==> config.mk <==
export PLATFORM = sky130hd
export DESIGN_NAME = fifo8x9_ctrl
export DESIGN_NICKNAME = d
export VERILOG_FILES = /design/src/rtl/fifo8x9_pkg.sv /design/src/rtl/rr_arb2.sv /design/src/rtl/fifo8x9_ctrl.sv
export SDC_FILE = /design/constraint.sdc
export NUM_CORES = 1
export LEC_CHECK = 0
export CORE_UTILIZATION = 34
export DETAILED_ROUTE_END_ITERATION = 8
export HOLD_SLACK_MARGIN = 0.05
export PLACE_DENSITY = 0.88
export SKIP_LAST_GASP = 1
export SYNTH_ARGS = -nofsm -noshare
export SYNTH_HDL_FRONTEND = slang
export SYNTH_SLANG_ARGS = --single-unit
==> constraint.sdc <==
create_clock -name clk -period 4.4 [get_ports clk]
set_input_delay 0.88 -clock clk [delete_from_list [all_inputs] [get_ports clk]]
set_output_delay 0.88 -clock clk [all_outputs]
set_load 0.03 [all_outputs]
==> src/rtl/fifo8x9_pkg.sv <==
// rtl/fifo8x9_pkg.sv - shared constants and state encoding for the 8x9 FIFO controller
package fifo8x9_pkg;

    localparam int DEPTH  = 8;
    localparam int DW     = 9;
    localparam int CNT_W  = 4;
    localparam int AF_LVL = 6;
    localparam int AE_LVL = 1;

    localparam logic [1:0] INIT  = 2'd0;
    localparam logic [1:0] RUN   = 2'd1;
    localparam logic [1:0] FLUSH = 2'd2;

endpackage

==> src/rtl/rr_arb2.sv <==
// rtl/rr_arb2.sv - two-requester round-robin arbiter with a last-grant register
module rr_arb2 (
    input  logic       clk,
    input  logic       rst,
    input  logic [1:0] req,
    input  logic       en,
    output logic [1:0] grant
);

    // index of the requester granted most recently; 1 after reset so requester 0 wins the first tie
    logic last_grant;

    always_comb begin
        grant = 2'b00;
        if (en) begin
            case (req)
                2'b01:   grant = 2'b01;
                2'b10:   grant = 2'b10;
                2'b11:   grant = last_grant ? 2'b01 : 2'b10;
                default: grant = 2'b00;
            endcase
        end
    end

    // grant is only issued to an active requester, so every grant is a handshake
    always_ff @(posedge clk or negedge rst) begin
        if (!rst) begin
            last_grant <= 1'b1;
        end else if (grant[0]) begin
            last_grant <= 1'b0;
        end else if (grant[1]) begin
            last_grant <= 1'b1;
        end
    end

endmodule

==> src/rtl/fifo8x9_ctrl.sv <==
// rtl/fifo8x9_ctrl.sv - write arbiter and sequencer for the 8x9 FIFO storage block
// FIFO8X9_CTRL_ALMOST_EN adds registered almost_full / almost_empty outputs.
module fifo8x9_ctrl
    import fifo8x9_pkg::*;
(
    input  logic             clk,
    input  logic             rst,
    input  logic             p0_valid,
    input  logic [DW-1:0]    p0_data,
    output logic             p0_ready,
    input  logic             p1_valid,
    input  logic [DW-1:0]    p1_data,
    output logic             p1_ready,
    input  logic             pop_req,
    output logic             pop_ready,
    output logic             rd_valid,
    output logic [DW-1:0]    rd_data,
    input  logic             flush,
    output logic [CNT_W-1:0] count,
    output logic             full,
    output logic             empty,
    output logic             fifo_wren,
    output logic             fifo_wrinc,
    output logic             fifo_rden,
    output logic             fifo_rdinc,
    output logic             fifo_wrptrclr,
    output logic             fifo_rdptrclr,
    output logic [DW-1:0]    fifo_datain,
    input  logic [DW-1:0]    fifo_dataout
`ifdef FIFO8X9_CTRL_ALMOST_EN
    ,
    output logic             almost_full,
    output logic             almost_empty
`endif
);

    localparam logic [CNT_W-1:0] FULL_CNT = CNT_W'(DEPTH);

    logic [1:0]       state;
    logic [1:0]       state_next;
    logic [1:0]       grant;
    logic             push_en;
    logic             push;
    logic             pop;
    logic [CNT_W-1:0] count_next;

    assign full  = (count == FULL_CNT);
    assign empty = (count == '0);

    assign push_en = (state == RUN) && !full && !flush;

    rr_arb2 u_arb (
        .clk   (clk),
        .rst   (rst),
        .req   ({p1_valid, p0_valid}),
        .en    (push_en),
        .grant (grant)
    );

    assign p0_ready  = grant[0];
    assign p1_ready  = grant[1];
    assign push      = |grant;
    assign pop_ready = (state == RUN) && !empty && !flush;
    assign pop       = pop_req && pop_ready;

    assign fifo_wren     = push;
    assign fifo_wrinc    = push;
    assign fifo_rden     = pop;
    assign fifo_rdinc    = pop;
    assign fifo_wrptrclr = (state != RUN);
    assign fifo_rdptrclr = (state != RUN);
    assign fifo_datain   = grant[1] ? p1_data : p0_data;
    assign rd_data       = fifo_dataout;

    always_comb begin
        state_next = state;
        case (state)
            INIT:    state_next = RUN;
            RUN:     state_next = flush ? FLUSH : RUN;
            FLUSH:   state_next = RUN;
            default: state_next = INIT;
        endcase
    end

    always_comb begin
        count_next = count;
        if (state == FLUSH) begin
            count_next = '0;
        end else if (push && !pop) begin
            count_next = count + 1'b1;
        end else if (pop && !push) begin
            count_next = count - 1'b1;
        end
    end

    // rd_valid follows any accepted pop, including one taken just before a flush
    always_ff @(posedge clk or negedge rst) begin
        if (!rst) begin
            state    <= INIT;
            count    <= '0;
            rd_valid <= 1'b0;
        end else begin
            state    <= state_next;
            count    <= count_next;
            rd_valid <= pop;
        end
    end

`ifdef FIFO8X9_CTRL_ALMOST_EN
    always_ff @(posedge clk or negedge rst) begin
        if (!rst) begin
            almost_full  <= 1'b0;
            almost_empty <= 1'b1;
        end else begin
            almost_full  <= (count_next >= CNT_W'(AF_LVL));
            almost_empty <= (count_next <= CNT_W'(AE_LVL));
        end
    end
`endif

endmodule

==> out/results.ini, run 1 <==
[die]
pin_count=67
fp.dieW_um=49.7
fp.dieH_um=49.7
dieArea_um2=2470
placementRows=16
start_util_pct=37.8
coreArea_um2=2040

[global_routing]
grt_pass1_vias=738
grt_pass1_wl_mm=3.53
grt_max_degree=12
antenna_found_initial=0
grt-ovfl-total=0
grt_use_total_pct=19.0

[yosys]
synth-edff-count=0
synth_seq_area_share_pct=26.1
synth_ff_type=dfrtp_1
ys_types=29
async_flop_share_pct=100
syn-num-nets=117
avgSynthCellArea_um2=9.53
syn_area_um2=772
synth_seq_cells=8
yosys_warnings=0
syn_inst=81

[critical_path]
reg2reg_from=state[1]
setup.worst_path.end_class=primary output
r2r-end=count[3]
reg2reg_setup_slack_ns=2.06
reg2reg_depth=8
critPathKind=input port to primary output
worstPathMaxFanout=11
cp-start-kind=input port
cp.required_ns=3.52
worstPathArrival_ns=3.28

[place]
io_buffer_count=48
place_ws_ns=0.210
placed_cells=142
gp_congestion=0.760
hpwl_mm=1.77

[final_layout]
diodes=0
instances_no_fill=146
num-nets-final=156
drive_above_1_share_pct=14.3
fillCellCount=193
syn2layout_area_growth_pct=55.4

[clocking]
cts_buffers=3
cts_buffer_depth=2
cts-resized-gates=0
clock_latency_ns=0.26
clkSlewWorstSetupHoldPaths_ns=0.05
cts_tree=done
hold_buffers=0
cts_sinks=8
post_cts_buffers=0
cts.htree.levels=1
clock-root-buffer=clkbuf_4

[routing]
ant_nets=0
drt_wl_total_mm=2.10
drc=0
vias=708
dr.pass1.iters=3
routed_via_density=4.85
drt_iter0_markers=3
wire_per_inst_um=14.4

[timing]
period_needed_ns=4.16
skew_ns=0.00520
setup_violations=0
holdWs_ns=0.471
rsz0062_at_grt=false
slew_headroom_pct=60.9
setup-tns-final_ns=0
worst_slew_pin_slew_ns=0.582
drv_slew=0
fin_crit_sh_pct=94.7
final_hold_viol_count=0
fmax_ghz=0.240
layout_setup_ws_ns=0.235

[power_and_ir_drop]
switching_share_pct=46.4
internal_power_w=0.000318
ir_drop_mv=0.246
p_comb_share_pct=65.7
p_leak_nw=0.539
pwr-share-clk_pct=10.1
switchingPower_w=0.000275
powerDensity_nw_per_um2=494
seq_power_share_pct=24.1

[flow_run]
maxCapViolCount=0

[outcome]
outcome=finished, final reports clean

[min_path]
hold_class=flip-flop to flip-flop
min_from=u_arb.last_grant
hold_end=u_arb.last_grant
whs_path_depth=2

-- logic make-up after synthesis --
logic type | after synthesis | synth area share (%)
mux | 13 | 22.2
fa+ha+maj | 3 | 5.83
xor+xnor | 2 | 2.27
compound gates | 9 | 8.10
simple gates | 25 | 17.5
buf+inv | 21 | 18.0
flops | 8 | 26.1
-- critical path: stages --
cell and delay [ns]:
clkdlybuf4s50_1 0.43, or3b_1 0.48, a21oi_2 0.18, nand3_2 0.30, mux2_4 0.40, clkdlybuf4s50_1 0.60
-- cell type report --
cell class / count / area (um^2) / share of cell area [%]
repair buffers: 48 / 480 / 40.0
multi-input cells: 52 / 432 / 36.0
clock buffers: 4 / 26.3 / 2.19
flip-flops and latches: 8 / 201 / 16.8
well taps: 27 / 33.8 / 2.82
inverters: 7 / 26.3 / 2.19
-- layer usage --
layer | global-route usage, % | wire length, um
met1 | 19.0 | 805
met2 | 35.6 | 1060
met3 | 5.25 | 195
met4 | 9.05 | 36
met5 | 0 | 0
-- power groups by stage --
stage	Combinational [W]	Clock, W	Sequential [W]
after floorplan	0.000236	0	0.000172
after detailed placement	0.000394	0	0.000144
after global placement	0.000381	0	0.000141
after CTS	0.000395	0.0000642	0.000142
final	0.000390	0.0000600	0.000143
after global routing	0.000423	0.0000711	0.000148
-- through the flow --
step	total power [W]	instance area, um^2	utilization [%]
2_1_floorplan	0.000408	772	-
3_3_place_gp	0.000522	1170	57.5
3_5_place_dp	0.000538	1170	57.5
4_1_cts	0.000601	1200	58.8
5_1_grt	0.000642	1200	58.8
6_report	0.000593	1200	58.8
-- synth_stat cells, drive strengths merged (2+ instances only) --
master	n	share of area [%]
or2b	2	2.1
buf	14	15
dfrtp	7	23
a21oi	4	3.1
nor3	2	1.3
nand2	11	5.3
mux2	9	17
or3b	2	2.3
nor2	4	1.9
inv	7	3.4
ha	2	3.2
mux2i	4	5.2
-- worst max path at each step --
stage	end	slack, ns	start	cells past startpoint
after floorplan	fifo_rdinc	0.76	count[0]	4
after global placement	fifo_datain[2]	0.29	flush	6
after detailed placement	fifo_datain[1]	0.21	flush	6
after CTS	fifo_datain[1]	0.21	flush	6
after global routing	fifo_datain[6]	0.13	flush	6
final	fifo_datain[1]	0.24	flush	6
-- flip-flops by register name, indices dropped and copies added (netlist names) --
register	count
u_arb.last_grant	1
rd_valid	1
state	2
count	4
-- layout by cell type, fill, tap and decap left out --
| master | synthesis | layout |
|---|---|---|
| or3b_1 | 2 | 2 |
| or2b_1 | 1 | 1 |
| a21oi_2 | 1 | 1 |
| nor3b_2 | 1 | 1 |
| nor4_1 | 1 | 1 |
| o21ai_0 | 1 | 1 |
| xor2_1 | 1 | 1 |
| nor2_1 | 4 | 4 |
| clkdlybuf4s50_1 | 0 | 48 |
| a21oi_1 | 3 | 3 |
| dfstp_2 | 1 | 1 |
| mux2_4 | 8 | 8 |
| mux2_2 | 1 | 1 |
| fa_1 | 1 | 1 |
| nand3_2 | 1 | 1 |
| nand2_1 | 11 | 11 |
| or2b_2 | 1 | 1 |
| and2_1 | 1 | 1 |
| clkbuf_4 | 0 | 3 |
| mux2i_1 | 4 | 4 |
| dfrtp_1 | 7 | 7 |
| xnor2_1 | 1 | 1 |
| o32a_1 | 1 | 1 |
| nor3_1 | 2 | 2 |
| o221ai_1 | 1 | 1 |
| inv_1 | 7 | 7 |
| clkbuf_1 | 0 | 1 |
| a21o_1 | 1 | 1 |
| o31ai_1 | 1 | 1 |
| ha_1 | 2 | 2 |
(Power assumes the default switching activity.)
==> run 2: changes to the inputs <==
Settings changed: CORE_UTILIZATION 34 to 31, PLACE_DENSITY 0.88 to 0.81.
Clock period 4.4 ns to 4.1 ns, I/O delays scaled along.
==> out/results.ini, run 2 (synthesis results as in run 1) <==
[timing]
slew_headroom_pct=66.9  ; +6.0 points
fin_crit_sh_pct=95.6
rsz0062_at_grt=false
holdWs_ns=0.464  ; -0.00711 ns
drv_slew=0  ; unchanged
fmax_ghz=0.255
skew_ns=0.00573  ; +0.000532 ns
setup-tns-final_ns=0  ; unchanged
setup_violations=0  ; unchanged
period_needed_ns=3.92
final_hold_viol_count=0  ; unchanged
worst_slew_pin_slew_ns=0.493  ; -0.0889 ns

[final_layout]
largest_reg_flops=4  ; unchanged
drive_above_1_share_pct=15.0  ; +0.71 points
layout_commonest_cell=clkdlybuf4s50_1
regMostFlops=count
num-nets-final=157  ; +0.64%
top_regs=count: 4 flops, state: 2 flops
final_cell_mix=clkdlybuf4s50_1 (48), nand2_1 (11), mux2_4 (8)
syn2layout_area_growth_pct=56.6
diodes=0  ; unchanged

[place]
gp_congestion=0.759  ; -0.21%
io_buffer_count=48  ; unchanged
hpwl_mm=1.59  ; -10%

[flow_run]
maxCapViolCount=0  ; unchanged

[global_routing]
grt_use_total_pct=15.0  ; -4.1 points
grt_pass1_wl_mm=2.95  ; -16%
grt_pass1_vias=696  ; -5.7%
grt_max_degree=12  ; unchanged
antenna_found_initial=0  ; unchanged
grt-ovfl-total=0  ; unchanged

[clocking]
cts_buffers=3  ; unchanged
post_cts_buffers=0  ; unchanged
cts.htree.levels=1  ; unchanged
cts_tree=done
clock_latency_ns=0.26  ; about the same
clock-root-buffer=clkbuf_4
cts_sinks=8  ; unchanged
cts_buffer_depth=2  ; unchanged
clkSlewWorstSetupHoldPaths_ns=0.05  ; about the same
cts-resized-gates=0  ; unchanged
hold_buffers=0  ; unchanged

[die]
start_util_pct=33.9  ; -3.9 points
pin_count=67  ; unchanged
coreArea_um2=2280  ; +11%
dieArea_um2=2690  ; +9.3%
placementRows=17  ; +1
fp.dieW_um=51.9  ; +4.5%
fp.dieH_um=51.9  ; +4.5%

[routing]
routed_via_density=4.71  ; -2.9%
wire_per_inst_um=13.2  ; -8.1%
drc=0  ; unchanged
drt_iter0_markers=6  ; +3
dr.pass1.iters=4  ; +1
ant_nets=0  ; unchanged
vias=697  ; -1.6%
drt_wl_total_mm=1.95  ; -6.9%

[critical_path]
cp-start-kind=input port
worstPathMaxFanout=11  ; unchanged
worstSetupStartpoint=flush
critPathKind=input port to primary output
reg2reg_setup_slack_ns=1.77  ; -0.29 ns
reg2reg_depth=9  ; +1
setup.worst_path.end_class=primary output
worstPathArrival_ns=3.10  ; -0.18 ns
reg2reg_from=state[1]
r2r-end=count[3]
cp-endpoint=fifo_datain[8]
cp.required_ns=3.28  ; -0.24 ns

[power_and_ir_drop]
seq_power_share_pct=24.3  ; +0.2 points
p_leak_nw=0.544  ; +0.83%
ir_drop_mv=0.242  ; -1.8%
powerDensity_nw_per_um2=529  ; +6.9%
pwr-share-clk_pct=10.6  ; +0.5 points
switching_share_pct=46.4  ; -0.048 points
internal_power_w=0.000343  ; +7.8%
switchingPower_w=0.000296  ; +7.6%
p_comb_share_pct=65.2  ; -0.5 points

[outcome]
outcome=finished, final reports clean

[min_path]
hold_class=flip-flop to flip-flop

==> run 2: layout make-up <==
class / count / area [um^2]
timing repair buffer: 49 / 488
fill: 184 / 1070
sequential: 8 / 201
tap: 28 / 35.0
inverter: 7 / 26.3
clock buffer: 4 / 26.3
multi-input combinational: 52 / 432
==> run 2: worst max-delay path, cell delays in order <==
cell,delay (ns)
clkdlybuf4s50_1,0.43
or3b_1,0.40
a21oi_2,0.16
nand3_2,0.31
mux2_2,0.32
clkdlybuf4s50_1,0.67
==> run 2: per-stage QoR <==
step	total power (W)	setup slack, ns	util (%)	instance area (um^2)	cells
floorplan	0.000438	0.517	-	772	81
global placement	0.000564	0.190	52.0	1180	144
detailed placement	0.000578	0.165	52.0	1180	144
CTS	0.000647	0.163	53.1	1210	148
global route	0.000686	0.0534	53.1	1210	148
finish	0.000639	0.179	53.1	1210	148
==> run 2: metal layers <==
| metal | vias to the layer above | track usage, % | share of wire [%] |
|---|---|---|---|
| met5 | - | 0 | 0 |
| met4 | 0 | 7.21 | 0.41 |
| met3 | 2 | 7.02 | 14 |
| li1 | 341 | - | - |
| met2 | 39 | 28.2 | 51 |
| met1 | 315 | 12.9 | 35 |
==> run 2: worst min-delay path by stage <==
| stage | start | end | slack (ns) | depth (start not counted) |
|---|---|---|---|---|
| after floorplan | u_arb.last_grant | u_arb.last_grant | 0.45 | 2 |
| after global placement | u_arb.last_grant | u_arb.last_grant | 0.46 | 2 |
| after detailed placement | u_arb.last_grant | u_arb.last_grant | 0.46 | 2 |
| after CTS | u_arb.last_grant | u_arb.last_grant | 0.47 | 2 |
| after global routing | u_arb.last_grant | u_arb.last_grant | 0.49 | 2 |
| final | u_arb.last_grant | u_arb.last_grant | 0.46 | 2 |
==> run 2: power by group through the flow <==
| stage | registers [W] | logic, W | clock network, W |
|---|---|---|---|
| global placement | 0.000155 | 0.000408 | 0 |
| global route | 0.000161 | 0.000452 | 0.0000728 |
| finish | 0.000155 | 0.000416 | 0.0000675 |
| detailed placement | 0.000156 | 0.000422 | 0 |
| CTS | 0.000155 | 0.000422 | 0.0000704 |
| floorplan | 0.000185 | 0.000253 | 0 |
==> run 3: changes to the inputs <==
Settings changed: ABC_CLOCK_PERIOD_IN_PS set to 4100, CORE_UTILIZATION 31 to 32, CTS_BUF_LIST set to sky130_fd_sc_hd__clkbuf_4, CTS_CLUSTER_DIAMETER set to 60, PLACE_DENSITY 0.81 to 0.83.
==> out/results.ini, run 3 (synthesis results as in run 1) <==
[die]
start_util_pct=34.6  ; +0.65 points
fp.dieH_um=51.1  ; -1.5%
placementRows=17  ; unchanged
dieArea_um2=2610  ; -3.0%
coreArea_um2=2230  ; -1.9%
pin_count=67  ; unchanged
fp.dieW_um=51.1  ; -1.5%

[timing]
fmax_ghz=0.254  ; -0.25%
layout_setup_ws_ns=0.169  ; -0.00992 ns
setup-tns-final_ns=0  ; unchanged
worst_slew_pin_slew_ns=0.514  ; +0.0213 ns
final_hold_viol_count=0  ; unchanged
rsz0062_at_grt=false
drv_slew=0  ; unchanged
skew_ns=0.00608  ; +0.000352 ns
fin_crit_sh_pct=95.9  ; +0.24 points
slew_headroom_pct=65.4  ; -1.4 points
setup_violations=0  ; unchanged
period_needed_ns=3.93  ; +0.00992 ns

[outcome]
outcome=finished, final reports clean

[routing]
wire_per_inst_um=13.2  ; -0.15%
routed_via_density=4.80  ; +1.9%
ant_nets=0  ; unchanged
vias=710  ; +1.9%
drc=0  ; unchanged
dr.pass1.iters=4  ; unchanged
drt_wl_total_mm=1.95  ; -0.15%
drt_iter0_markers=6  ; unchanged

[final_layout]
top_regs=count: 4 flops, state: 2 flops
syn2layout_area_growth_pct=57.0
drive_above_1_share_pct=15.8  ; +0.83 points
regMostFlops=count
num-nets-final=157  ; unchanged
diodes=0  ; unchanged
layout_commonest_cell=clkdlybuf4s50_1
fillCellCount=198  ; +7.6%
final_cell_mix=clkdlybuf4s50_1 (48), nand2_1 (11), mux2_4 (8)
largest_reg_flops=4  ; unchanged

[global_routing]
met2_usage_pct=31.8  ; +3.6 points
grt_max_degree=12  ; unchanged
antenna_found_initial=0  ; unchanged
grt-ovfl-total=0  ; unchanged
grt_util_met1_pct=13.6  ; +0.73 points
grt_util_met3_pct=7.14  ; +0.13 points
grt_use_total_pct=16.4  ; +1.4 points
grt_pass1_wl_mm=3.14  ; +6.6%
grt_pass1_vias=710  ; +2.0%
gr-max-usage-layer=met2

[clocking]
cts_buffers=3  ; unchanged
clock-root-buffer=clkbuf_4
cts_tree=done
cts.htree.levels=1  ; unchanged
cts-resized-gates=0  ; unchanged
hold_buffers=0  ; unchanged
cts_sinks=8  ; unchanged
post_cts_buffers=0  ; unchanged
cts_buffer_depth=2  ; unchanged
clkSlewWorstSetupHoldPaths_ns=0.05  ; about the same
clock_latency_ns=0.25  ; about the same

[critical_path]
worstSetupStartpoint=flush
worstPathArrival_ns=3.11  ; about the same
reg2reg_from=state[1]
cp.required_ns=3.28  ; about the same
worstPathMaxFanout=11  ; unchanged
reg2reg_setup_slack_ns=1.80  ; +0.03 ns
critPathKind=input port to primary output
setup.worst_path.end_class=primary output
cp-start-kind=input port

[place]
gp_congestion=0.723  ; -4.7%
io_buffer_count=48  ; unchanged
hpwl_mm=1.65  ; +3.7%
place_ws_ns=0.146  ; -0.0192 ns

[power_and_ir_drop]
pwr-share-clk_pct=11.2  ; +0.6 points
p_comb_share_pct=64.8  ; -0.4 points
switching_share_pct=45.8  ; -0.56 points
powerDensity_nw_per_um2=530  ; +0.29%
seq_power_share_pct=24.0  ; -0.3 points
p_leak_nw=0.547  ; +0.63%
ir_drop_mv=0.203  ; -16%
internal_power_w=0.000348  ; +1.7%
switchingPower_w=0.000294  ; -0.62%

[min_path]
min_from=u_arb.last_grant
hold_class=flip-flop to flip-flop

[flow_run]
maxCapViolCount=0  ; unchanged

==> run 3: changes by cell type in the layout (fill, tap and decap cells not counted) <==
cell and delta:
clkbuf_1 -1, clkbuf_4 +1
==> run 3: worst max-delay path: stages <==
cell,delay [ns]
clkdlybuf4s50_1,0.44
or3b_1,0.40
a21oi_2,0.15
nand3_2,0.31
mux2_4,0.40
clkdlybuf4s50_1,0.59
==> run 3: routing by layer <==
layer,wire length (um),share of wire [%]
met3,270,14
met5,0,0
met1,652,33
met2,1000,51
met4,23,1.2
==> run 3: final cells by class <==
cell class	count	area (um^2)	share of cell area, %
repair buffers	49	488	40.2
multi-input cells	52	432	35.6
flip-flops and latches	8	201	16.6
well taps	28	35.0	2.89
clock buffers	4	30.0	2.48
inverters	7	26.3	2.17
==> run 3: path summary, 6_finish.rpt <==
check | endpoint | cells past startpoint
hold / removal | u_arb.last_grant | 2
hold reg to reg | u_arb.last_grant | 2
max in group asynchronous | u_arb.last_grant | 1
setup reg to reg | count[3] | 9
min in group asynchronous | state[0] | 1
setup / recovery | fifo_datain[2] | 6
==> run 3: power groups by stage <==
| stage | registers (W) | clock network [W] | logic, W |
|---|---|---|---|
| floorplan | 0.000185 | 0 | 0.000253 |
| global placement | 0.000155 | 0 | 0.000409 |
| detailed placement | 0.000155 | 0 | 0.000420 |
| CTS | 0.000154 | 0.0000746 | 0.000420 |
| global route | 0.000161 | 0.0000784 | 0.000454 |
| finish | 0.000154 | 0.0000719 | 0.000417 |
==> run 3: stage by stage <==
| stage | total power (W) | utilization [%] | std cells | area (um^2) | hold WS [ns] |
|---|---|---|---|---|---|
| global route | 0.000693 | 54.3 | 148 | 1210 | 0.516 |
| finish | 0.000643 | 54.3 | 148 | 1210 | 0.486 |
| floorplan | 0.000438 | - | 81 | 772 | 0.446 |
| CTS | 0.000649 | 54.3 | 148 | 1210 | 0.493 |
| global placement | 0.000564 | 52.9 | 144 | 1180 | 0.458 |
| detailed placement | 0.000575 | 52.9 | 144 | 1180 | 0.485 |
